--- config.mk ---
export PLATFORM = sky130hd
export DESIGN_NAME = loop_ctl_flat
export DESIGN_NICKNAME = d
export VERILOG_FILES = /design/src/rtl/loop_ctl_if.sv /design/src/rtl/loop_ctl.sv /design/src/flat_wrapper.sv
export SDC_FILE = /design/constraint.sdc
export NUM_CORES = 1
export LEC_CHECK = 0
export BUFFER_PORTS_ARGS = -buffer_cell sky130_fd_sc_hd__buf_2
export CORE_MARGIN = 4
export CORE_UTILIZATION = 39
export DETAILED_ROUTE_END_ITERATION = 7
export GPL_TIMING_DRIVEN = 0
export PLACE_DENSITY = 0.7
export SLEW_MARGIN = 25
export SYNTH_ARGS = -nofsm -noshare
export SYNTH_HDL_FRONTEND = slang
export SYNTH_SLANG_ARGS = --single-unit
--- constraint.sdc ---
create_clock -name clk -period 3.49 [get_ports clk]
set_clock_uncertainty 0.05 [all_clocks]
set_input_delay 0.5235 -clock clk [delete_from_list [all_inputs] [get_ports clk]]
set_output_delay 0.5235 -clock clk [all_outputs]
set_load 0.01 [all_outputs]
--- src/rtl/loop_ctl_if.sv ---
// loop_ctl_if: bundles the loop request, the counter control lines and the
// status outputs of loop_ctl into one interface.
// Optional feature macro: LOOP_LAST_EN (adds the 'last' signal).
//
// Handshake: 'start' is a request that is sampled only while the sequencer is
// idle (busy = 0, done = 0); 'count' must be valid in the same cycle. There is
// no ready signal. A request outside idle is dropped. Completion is signalled
// by a single-cycle 'done'. An aborted loop ends without 'done'.
interface loop_ctl_if #(
    parameter int WIDTH = 8
);
    logic             start;
    logic [WIDTH-1:0] count;
    logic             abort;
    logic             cout;
    logic             clout;
    logic [1:0]       mode;
    logic [WIDTH-1:0] preset;
    logic             busy;
    logic             step;
    logic             done;
`ifdef LOOP_LAST_EN
    logic             last;

    // Upstream side: microsequencer plus the attached counter's flags.
    modport master (
        output start, count, abort, cout, clout,
        input  mode, preset, busy, step, done, last
    );

    // Sequencer side.
    modport slave (
        input  start, count, abort, cout, clout,
        output mode, preset, busy, step, done, last
    );
`else
    // Upstream side: microsequencer plus the attached counter's flags.
    modport master (
        output start, count, abort, cout, clout,
        input  mode, preset, busy, step, done
    );

    // Sequencer side.
    modport slave (
        input  start, count, abort, cout, clout,
        output mode, preset, busy, step, done
    );
`endif
endinterface

--- src/rtl/loop_ctl.sv ---
// loop_ctl: loop sequencer in front of a sync-load up/down counter.
// It loads the counter with the iteration count and commands one decrement
// per clock until the counter reports terminal count, then pulses 'done'.
// Optional feature macro: LOOP_LAST_EN (drives 'last' from the counter's
// one-before-terminal flag 'clout'; without it, 'clout' is ignored).
module loop_ctl #(
    parameter int WIDTH = 8
) (
    input  logic       clk,
    input  logic       reset,
    loop_ctl_if.slave  bus,
    output logic [1:0] o_dbg_state,
    output logic       o_dbg_fresh
);

    typedef enum logic [1:0] {
        S_IDLE = 2'd0,
        S_LOAD = 2'd1,
        S_RUN  = 2'd2,
        S_DONE = 2'd3
    } state_t;

    localparam logic [1:0] MODE_LOAD = 2'b00;
    localparam logic [1:0] MODE_DEC  = 2'b01;
    localparam logic [1:0] MODE_HOLD = 2'b11;

    state_t           r_state;
    state_t           w_next;
    logic [WIDTH-1:0] r_preset;
    logic             r_fresh;
    logic             w_qcout;
    logic             w_step;
    logic [1:0]       w_mode;

    // The counter's cout is left over from the previous loop until the first
    // decrement of this loop has happened, so it is ignored in the first RUN
    // cycle.
    assign w_qcout = bus.cout & ~r_fresh;

    // State register.
    always_ff @(posedge clk or posedge reset) begin
        if (reset) begin
            r_state <= S_IDLE;
        end else begin
            r_state <= w_next;
        end
    end

    // Next-state and counter-mode decode; abort takes priority over terminal
    // count so an aborted loop never produces 'done'.
    always_comb begin
        w_next = r_state;
        w_mode = MODE_HOLD;
        w_step = 1'b0;
        case (r_state)
            S_IDLE: begin
                if (bus.start) begin
                    w_next = (bus.count == '0) ? S_DONE : S_LOAD;
                end
            end
            S_LOAD: begin
                if (bus.abort) begin
                    w_next = S_IDLE;
                end else begin
                    w_mode = MODE_LOAD;
                    w_next = S_RUN;
                end
            end
            S_RUN: begin
                if (bus.abort) begin
                    w_next = S_IDLE;
                end else if (w_qcout) begin
                    w_next = S_DONE;
                end else begin
                    w_mode = MODE_DEC;
                    w_step = 1'b1;
                end
            end
            S_DONE: begin
                w_next = S_IDLE;
            end
            default: begin
                w_next = S_IDLE;
            end
        endcase
    end

    // Capture the iteration count with an accepted request; holds otherwise.
    always_ff @(posedge clk or posedge reset) begin
        if (reset) begin
            r_preset <= '0;
        end else if (r_state == S_IDLE && bus.start) begin
            r_preset <= bus.count;
        end
    end

    // First-RUN-cycle flag: set on the LOAD -> RUN transition, clear otherwise.
    always_ff @(posedge clk or posedge reset) begin
        if (reset) begin
            r_fresh <= 1'b0;
        end else begin
            r_fresh <= (r_state == S_LOAD) & ~bus.abort;
        end
    end

    assign bus.mode   = w_mode;
    assign bus.step   = w_step;
    assign bus.preset = r_preset;
    assign bus.busy   = (r_state == S_LOAD) || (r_state == S_RUN);
    assign bus.done   = (r_state == S_DONE);

`ifdef LOOP_LAST_EN
    // clout is not meaningful before the first decrement, so in the first
    // step cycle 'last' is true only for a single-iteration loop.
    assign bus.last = w_step & (r_fresh ? (r_preset == WIDTH'(1)) : bus.clout);
`else
    logic w_unused_clout;
    assign w_unused_clout = bus.clout;
`endif

    assign o_dbg_state = r_state;
    assign o_dbg_fresh = r_fresh;

endmodule
--- src/flat_wrapper.sv ---
// flat-port wrapper written by rule: the top's interface ports become plain ports
module loop_ctl_flat 
#(
    parameter int WIDTH = 8
)
  (clk, reset, o_dbg_state, o_dbg_fresh, bus_start, bus_count, bus_abort, bus_cout, bus_clout, bus_mode, bus_preset, bus_busy, bus_step, bus_done);
  loop_ctl_if #(.WIDTH(WIDTH)) bus_i ();
  input  logic clk;
  input  logic reset;
  output logic [1:0] o_dbg_state;
  output logic o_dbg_fresh;
  input wire logic [$bits(bus_i.start)-1:0] bus_start;
  input wire logic [$bits(bus_i.count)-1:0] bus_count;
  input wire logic [$bits(bus_i.abort)-1:0] bus_abort;
  input wire logic [$bits(bus_i.cout)-1:0] bus_cout;
  input wire logic [$bits(bus_i.clout)-1:0] bus_clout;
  output wire logic [$bits(bus_i.mode)-1:0] bus_mode;
  output wire logic [$bits(bus_i.preset)-1:0] bus_preset;
  output wire logic [$bits(bus_i.busy)-1:0] bus_busy;
  output wire logic [$bits(bus_i.step)-1:0] bus_step;
  output wire logic [$bits(bus_i.done)-1:0] bus_done;
  assign bus_i.start = bus_start;
  assign bus_i.count = bus_count;
  assign bus_i.abort = bus_abort;
  assign bus_i.cout = bus_cout;
  assign bus_i.clout = bus_clout;
  assign bus_mode = bus_i.mode;
  assign bus_preset = bus_i.preset;
  assign bus_busy = bus_i.busy;
  assign bus_step = bus_i.step;
  assign bus_done = bus_i.done;
  loop_ctl #(.WIDTH(WIDTH)) u_core (.clk(clk), .reset(reset), .bus(bus_i), .o_dbg_state(o_dbg_state), .o_dbg_fresh(o_dbg_fresh));
endmodule
## Word level (Yosys, flattened, before mapping)

Cells that the tools add are included.

| word-level totals | value |
|---|---|
| flip-flop bits (word level) | 11 |
| memory bits (writable) | 0 |
| ROM bits | 0 |
| latch bits | 0 |
| memories | 0 |
| word-level logic and storage cells | 30 |

| cells by class | value |
|---|---|
| eq/ne operators | 5 |
| shift-type cells | 0 |
| add/sub/neg operators | 0 |
| multipliers | 0 |
| reduce and logical (&&, ||, !) cells | 5 |
| bitwise gates (word level) | 4 |
| div/mod/pow operators | 0 |
| magnitude comparators | 0 |
| multiplexer cells | 13 |

Operators with widths:

| cell | count |
|---|---|
| 2-bit two-way mux | 8 |
| 8-bit logical NOT | 1 |
| 2-bit case mux with 4 select lines | 1 |
| 2-bit equality test (second input constant) | 2 |
| 2-bit case mux with 2 select lines | 1 |
| 1-bit two-way mux | 3 |
| 3-bit by 2-bit != test with 1-bit output (second input constant) | 1 |
| 1-bit bitwise AND | 2 |
| 2-bit by 1-bit equality test with 1-bit output (second input constant) | 1 |
| 2-bit logical NOT | 1 |
| 2-bit != test (second input constant) | 1 |
| 1-bit NOT | 2 |
| 2-bit AND reduction | 1 |
| 1-bit logical AND | 1 |
| 1-bit logical OR | 1 |

## Depth between registers and ports, before layout

Gate-level depths: netlist (run 1).

| depth | value |
|---|---|
| depth in word-level cells | 5 |
| gate-level depth with buffers | 5 |
| depth with buffers taken out | 5 |

## Worst setup path before layout (run 1)

Ideal clock, no wire load.

| path | value |
|---|---|
| kind | reg-to-output |
| start point | reg u_core.r_state[0] (netlist: u_core.o_dbg_state[0]) |
| end point | out bus_mode[1] |
| arrival | 1.231 ns |
| cell stages (with the launch flop) | 5 |
| setup slack | 1.685 ns |
| required time | 2.917 ns |
| cell sequence | dfrtp_1 inv_1 ha_1 nand3b_1 and2_1 |

| between the ends | value |
|---|---|
| longest elaborated chain between the ends | 2 |
| elaborated cells on any way between the ends | 3 |

RTL lines:

| element | RTL line | RTL |
|---|---|---|
| start: declaration | loop_ctl.sv:27 | `state_t r_state;` |
| start signal: assignment | loop_ctl.sv:45 | `r_state <= w_next;` |
| 2-bit equality test / 2-bit by 1-bit equality test with 1-bit output (equally long branches) | loop_ctl.sv:55 | `case (r_state)` |
| 2-bit case mux with 2 select lines * | loop_ctl.sv:55 |  |
| end: declaration | flat_wrapper.sv:17 | `output wire logic [$bits(bus_i.mode)-1:0] bus_mode;` |

Every way passes the cells marked *; elsewhere a longest branch is shown, timed or not.

## Worst setup path after layout (run 1)

| path | value |
|---|---|
| start point | reg u_core.r_state[0] (netlist: u_core.o_dbg_state[0]) |
| end point | out bus_step |

| between the ends | value |
|---|---|
| longest elaborated chain between the ends | 2 |

RTL lines:

| element | RTL line | RTL |
|---|---|---|
| 2-bit equality test | loop_ctl.sv:55 |  |
| 1-bit two-way mux | loop_ctl.sv:55 |  |
| end: declaration | flat_wrapper.sv:20 | `output wire logic [$bits(bus_i.step)-1:0] bus_step;` |

No other way between the ends.

==> results of run 1 <==
-- registers in the layout, summed over array words and instances (netlist names) --
| name | flops |
|---|---|
| u_core.o_dbg_fresh | 1 |
| u_core.o_dbg_state | 2 |
| u_core.bus.preset | 8 |
-- layout by cell type (no fill, tap or decap), types with 2 or more instances in the layout --
cell and n:
and2_1 2, buf_2 28, clkbuf_4 3, dfrtp_1 11, ha_1 5, inv_1 3
mux2_4 8, nand3b_1 2, nor2_1 2, nor2b_2 2
-- final cells by class --
| cell class | count | area share, % |
|---|---|---|
| multi-input cells | 33 | 41.4 |
| well taps | 16 | 2.48 |
| flip-flops and latches | 11 | 34.1 |
| repair buffers | 28 | 17.4 |
| clock buffers | 4 | 3.26 |
| inverters | 3 | 1.40 |
-- critical path, cell delays in order, from the launching register on --
cell and delay (ns):
dfrtp_1 0.42, inv_1 0.12, ha_1 0.19, nor2b_2 0.23, and2_1 0.15, buf_2 0.12
-- routing by layer --
metal / global-route usage [%] / share of wire (%) / vias to the layer above
met5: 0 / 0 / -
met4: 8.06 / 2.4 / 0
met3: 2.26 / 6.4 / 4
met2: 19.3 / 48 / 15
met1: 15.6 / 43 / 205
li1: - / - / 230
-- cells by family (layout without fill, tap and decap cells) --
logic type / Yosys count / in the layout / share of synthesized area (%)
DFF: 11 / 11 / 44.4
and+or+nand+nor: 16 / 16 / 18.1
adders and majority gates: 5 / 5 / 10.1
AOI/OAI and AO/OA: 4 / 4 / 6.25
buffers and inverters: 3 / 35 / 1.81
muxes: 8 / 8 / 19.4
-- power groups by stage --
stage                     Combinational [mW]  Clock, mW  Sequential (mW)
after floorplan                        0.249          0            0.260
after global placement                 0.410          0            0.229
after detailed placement               0.416          0            0.232
after CTS                              0.419     0.0898            0.229
after global routing                   0.456     0.0951            0.239
final                                  0.411     0.0878            0.229
-- worst max-delay path by stage --
stage | start | end | cells after the start
after floorplan | u_core.o_dbg_state[0] | bus_mode[1] | 4
after global placement | u_core.o_dbg_state[0] | bus_step | 5
after detailed placement | u_core.o_dbg_state[0] | bus_step | 5
after CTS | u_core.o_dbg_state[0] | bus_step | 5
after global routing | u_core.o_dbg_state[0] | bus_step | 5
final | u_core.o_dbg_state[0] | bus_step | 5
-- through the flow --
step / hold slack [ns] / utilization, % / instances
2_1_floorplan: 0.326 / - / 47
3_3_place_gp: 0.438 / 51.8 / 91
6_report: 0.180 / 53.6 / 95
4_1_cts: 0.198 / 53.6 / 95
3_5_place_dp: 0.442 / 51.8 / 91
5_1_grt: 0.218 / 53.6 / 95
==> implementation parameters, run 1 <==
Parameter                              Value

Timing
  Tcrit/Tclk final ... 59.4%
  Unrepaired setup endpoints after global routing ... no
  Total count of max-transition violations in the final report ... 0
  # setup viols final ... 0
  Total Negative Setup Slacks ... 0 ns
  Final worst path period need ... 2.07 ns
  Number of endpoints with negative hold slack in the final report ... 0
  Maximum operating frequency ... 0.482 GHz
  PnR worst setup slack ... 1.42 ns
  Max-slew headroom ... 73.1%
  Worst slew pin tran ... 0.404 ns

Power
  Clock network fraction of total power ... 12.1%
  Peak VDD IR ... 328 uV
  Cell Int Power ... 0.457 mW
  Switching power share of the total ... 37.2%
  Power share of the combinational group ... 56.4%
  Net switching power ... 0.270 mW
  Total design power ... 0.727 mW
  Power density relative to cell area ... 901 nW/um2
  Static leakage ... 0.441 nW
  Portion of total power attributed to sequential cells ... 31.5%

Hold path
  Type of the worst min-delay path ... in -> async

Routing
  Final routed DRC violation total ... 0
  Via density ... 4.78
  Wire length per cell ... 12.8 um
  DR pass1 iterations ... 2
  Via count of the routed design ... 454
  Number of nets with antenna violations after routing ... 0
  Detailed Route Iter0 Violations ... 3
  Routed Wire Length ... 1.21 mm

Setup path
  Startpoint-to-endpoint class of the critical path ... reg -> out
  Critical path startpoint category ... register
  Largest driver fanout on the critical path ... 5
  Capture point of the worst reg-to-reg path ... u_core.o_dbg_state[1]
  Source of the worst register-to-register timing path ... u_core.o_dbg_state[0]
  R2R depth ... 5
  Worst reg-to-reg setup slack ... 2.00 ns
  Kind of end point of the critical path ... output pin
  Crit path required time ... 2.92 ns
  Critical path data arrival time ... 1.50 ns

Placement
  Count of input and output buffers ... 28
  Setup slack after placement ... 1.71 ns
  Post-DP Area ... 781 um2
  Placed wire-length estimate after detailed placement ... 991 um
  Weighted congestion reported at the end of routability-driven placement ... 0.659

CTS
  CTS max path bufs ... 2
  TritonCTS Buffers ... 3
  Post-CTS Hold Buffers ... 0
  Number of clock sinks ... 11
  Number of cells upsized or downsized after cts ... 0
  Setup fix buffers added after clock tree synthesis ... 0
  Clock latency reported for the late side of the worst-skew pair ... 0.27 ns
  Clock transition at the registers of the reported paths ... 0.07 ns
  Total number of H-tree levels ... 1
  Master cell of the clock root buffer ... clkbuf_4
  TritonCTS clock tree ... done

Global routing
  Total global routing track utilization ... 12.4%
  Total congestion overflow after global routing ... 0
  Number of global-route vias before repair ... 469
  Global-route wire length before repair ... 1.94 mm
  Largest net degree at the start of global routing ... 12
  Antenna violations before repair ... 0

Synthesis
  Gate count after technology mapping ... 47
  Post-synthesis sequential element count ... 11
  Biggest area consumer among synthesized cells ... dfrtp_1
  Post-Syn Nets ... 66
  Main synth FF type ... dfrtp_1
  Top cells by area, synth ... dfrtp_1 44%, mux2_4 19%, ha_1 10%
  Number of flops mapped to enable cells by yosys ... 0
  Top cell types by occurrence after synthesis ... 11 x dfrtp_1, 8 x mux2_4, 5 x ha_1
  Fraction of post-synthesis cell area in the top cell type by area ... 44.4%
  Most frequently used cell type in the post-synthesis netlist ... dfrtp_1
  Async set-or-reset flop fraction in the synthesized netlist ... 100%
  Register area share after synthesis ... 44.4%
  Mean area per synthesized cell ... 13.2 um2
  Yosys warnings ... 0
  Number of library cell types mapped by synthesis ... 20
  Synth Cell Area ... 621 um2

Floorplanning
  Standard-cell rows ... 14
  Die width ... 47.9 um
  DIE HEIGHT ... 47.9 um
  Area of the placeable core ... 1510 um2
  Top Ports ... 30
  Die area ... 2290 um2
  Initial Util ... 41.2%

Run status
  Result of the run ... complete, no violations

Finish
  Combined area of the multi-input logic cells ... 334 um2
  Filler instances ... 131
  P&R area growth vs syn ... 30.0%
  Area used by sequential logic in the layout ... 275 um2
  Number of antenna repair diodes ... 0
  Finished Cell Area ... 807 um2
  Fraction of layout cells with a size suffix above 1 ... 55.7%
  Nets ... 99

Job
  Number of maximum-capacitance constraint violations ... 0
No activity file was read; power rests on OpenSTA's default activity.
==> run 2: changes to the inputs <==
--- a/config.mk
+++ b/config.mk
@@ -10,7 +10,7 @@
 export CORE_UTILIZATION = 39
 export DETAILED_ROUTE_END_ITERATION = 7
 export GPL_TIMING_DRIVEN = 0
-export PLACE_DENSITY = 0.7
+export PLACE_DENSITY = 0.73
 export SLEW_MARGIN = 25
 export SYNTH_ARGS = -nofsm -noshare
 export SYNTH_HDL_FRONTEND = slang
==> constraint.sdc (replaced) <==
create_clock -name clk -period 1.9 [get_ports clk]
set_clock_uncertainty 0.05 [all_clocks]
set_input_delay 0.285 -clock clk [delete_from_list [all_inputs] [get_ports clk]]
set_output_delay 0.285 -clock clk [all_outputs]
set_load 0.01 [all_outputs]
==> run 2 against run 1 <==
Against the previous run: via count grew 4.2%; register-to-register slack lost 1.6 ns; design area increased by 4.0%; routed wire length grew 12%; total power grew 93%; critical endpoint unchanged.
==> implementation parameters, run 2 (synthesis gave the netlist of run 1 again) <==
Parameter                              Value

Power
  Cell Int Power ... 0.877 mW
  Switching power share of the total ... 37.4%
  Power share of the combinational group ... 58.8%
  Portion of total power attributed to sequential cells ... 29.8%
  Clock network fraction of total power ... 11.4%
  Peak VDD IR ... 606 uV
  Power density relative to cell area ... 1670 nW/um2
  Net switching power ... 0.525 mW
  Static leakage ... 0.459 nW

Routing
  Wire length per cell ... 13.7 um
  Final routed DRC violation total ... 0
  Number of nets with antenna violations after routing ... 0
  Via density ... 4.78
  DR pass1 iterations ... 4
  Detailed Route Iter0 Violations ... 6
  Routed Wire Length ... 1.35 mm
  Via count of the routed design ... 473

CTS
  TritonCTS Buffers ... 3
  TritonCTS clock tree ... done
  Master cell of the clock root buffer ... clkbuf_4
  Total number of H-tree levels ... 1
  CTS max path bufs ... 2
  Number of cells upsized or downsized after cts ... 0
  Clock transition at the registers of the reported paths ... 0.08 ns
  Number of clock sinks ... 11
  Clock latency reported for the late side of the worst-skew pair ... 0.27 ns

Setup path
  Crit path required time ... 1.56 ns
  Largest driver fanout on the critical path ... 5
  Kind of end point of the critical path ... output pin
  Cells along the critical path ... buf_4 -> ha_1 -> nor2b_2 -> and2_1 -> buf_2
  CP max stage cell ... dfrtp_1
  Worst path max stage delay ... 0.43 ns
  Critical path startpoint category ... register
  Critical path data arrival time ... 1.50 ns
  Worst path top cell family by delay ... flip-flops
  Sum of buffers and inverters on the critical path ... 2
  Startpoint-to-endpoint class of the critical path ... reg -> out

Timing
  Total Negative Setup Slacks ... 0 ns
  Maximum operating frequency ... 0.546 GHz
  Tcrit/Tclk final ... 96.4%
  Number of endpoints with negative hold slack in the final report ... 0
  Final worst path period need ... 1.83 ns
  Worst slew pin tran ... 0.416 ns
  Max-slew headroom ... 72.2%
  # setup viols final ... 0
  Unrepaired setup endpoints after global routing ... yes
  Total count of max-transition violations in the final report ... 0

Global routing
  Number of global-route vias before repair ... 443
  Total congestion overflow after global routing ... 0
  Largest net degree at the start of global routing ... 12
  Antenna violations before repair ... 0
  Global-route wire length before repair ... 1.95 mm
  Total global routing track utilization ... 12.7%

Floorplanning
  Standard-cell rows ... 14
  Die area ... 2290 um2
  Die width ... 47.9 um
  Top Ports ... 30
  Initial Util ... 41.2%
  DIE HEIGHT ... 47.9 um
  Area of the placeable core ... 1510 um2

Finish
  Commonest cells after routing, fill and taps aside ... 28 x buf_2, 11 x dfrtp_1, 8 x mux2_4, 5 x ha_1
  Fraction of layout cells with a size suffix above 1 ... 56.6%
  Number of antenna repair diodes ... 0
  Filler instances ... 123
  Leading cell type in the layout, fill and taps excluded ... buf_2
  Nets ... 103
  Largest register FFs ... 8
  P&R area growth vs syn ... 35.3%
  Final Core Density ... 55.7%

Placement
  Weighted congestion reported at the end of routability-driven placement ... 0.661
  Count of input and output buffers ... 28
  Placed wire-length estimate after detailed placement ... 1.06 mm

Hold path
  Type of the worst min-delay path ... in -> reg

Run status
  Result of the run ... complete, no violations

Job
  Number of maximum-capacitance constraint violations ... 0
## run 2: repair_timing
action | in CTS | in global routing
endpoints found under the setup margin | 0 | 2
hold endpoints to repair | 11 | 0
hold buffers | 1 | 0
buffers inserted | 0 | 3
## run 2: worst paths after layout
kind,startpoint,endpoint,cells after the start,slack [ns]
max,u_core.o_dbg_state[1],bus_step,5,0.07
min,bus_count[3],u_core.bus.preset[3],2,0.21
max reg2reg,u_core.o_dbg_state[1],u_core.o_dbg_state[1],5,0.38
min reg2reg,u_core.bus.preset[4],u_core.bus.preset[4],1,0.46
max in group asynchronous,reset,u_core.bus.preset[5],3,1.01
min in group asynchronous,reset,u_core.bus.preset[6],3,0.49
## run 2: layout make-up
cell class | instances | area (um2) | share of cell area [%]
Inverter | 3 | 11.3 | 1.34
Tap cell | 16 | 20.0 | 2.38
Sequential cell | 11 | 275 | 32.8
Multi-Input combinational cell | 33 | 334 | 39.8
Clock buffer | 4 | 26.3 | 3.13
Timing Repair Buffer | 32 | 173 | 20.6
## run 2: metal layers
metal  up-vias  GRT usage [%]  share of wire, %
met5         -              0                 0
met4         0           8.06               1.3
met3         2           2.63               5.1
met2        14           21.9                54
met1       221           13.9                40
li1        236              -                 -
## run 2: power by group through the flow
stage	clock (mW)	sequential [mW]	combinational, mW
floorplan	0	0.478	0.458
global placement	0	0.420	0.756
detailed placement	0	0.426	0.775
CTS	0.166	0.420	0.783
global route	0.179	0.432	0.896
finish	0.160	0.417	0.824
## run 2: metrics by stage
| stage | instance area [um2] | power, mW | setup WS (ns) | hold slack, ns | instances |
|---|---|---|---|---|---|
| after floorplan | 621 | 0.936 | 0.334 | 0.0874 | 47 |
| after global placement | 781 | 1.18 | 0.387 | 0.229 | 91 |
| after detailed placement | 781 | 1.20 | 0.347 | 0.241 | 91 |
| after CTS | 817 | 1.37 | 0.0477 | 0.208 | 96 |
| after global routing | 840 | 1.51 | -0.0297 | 0.206 | 99 |
| final | 840 | 1.40 | 0.0689 | 0.215 | 99 |
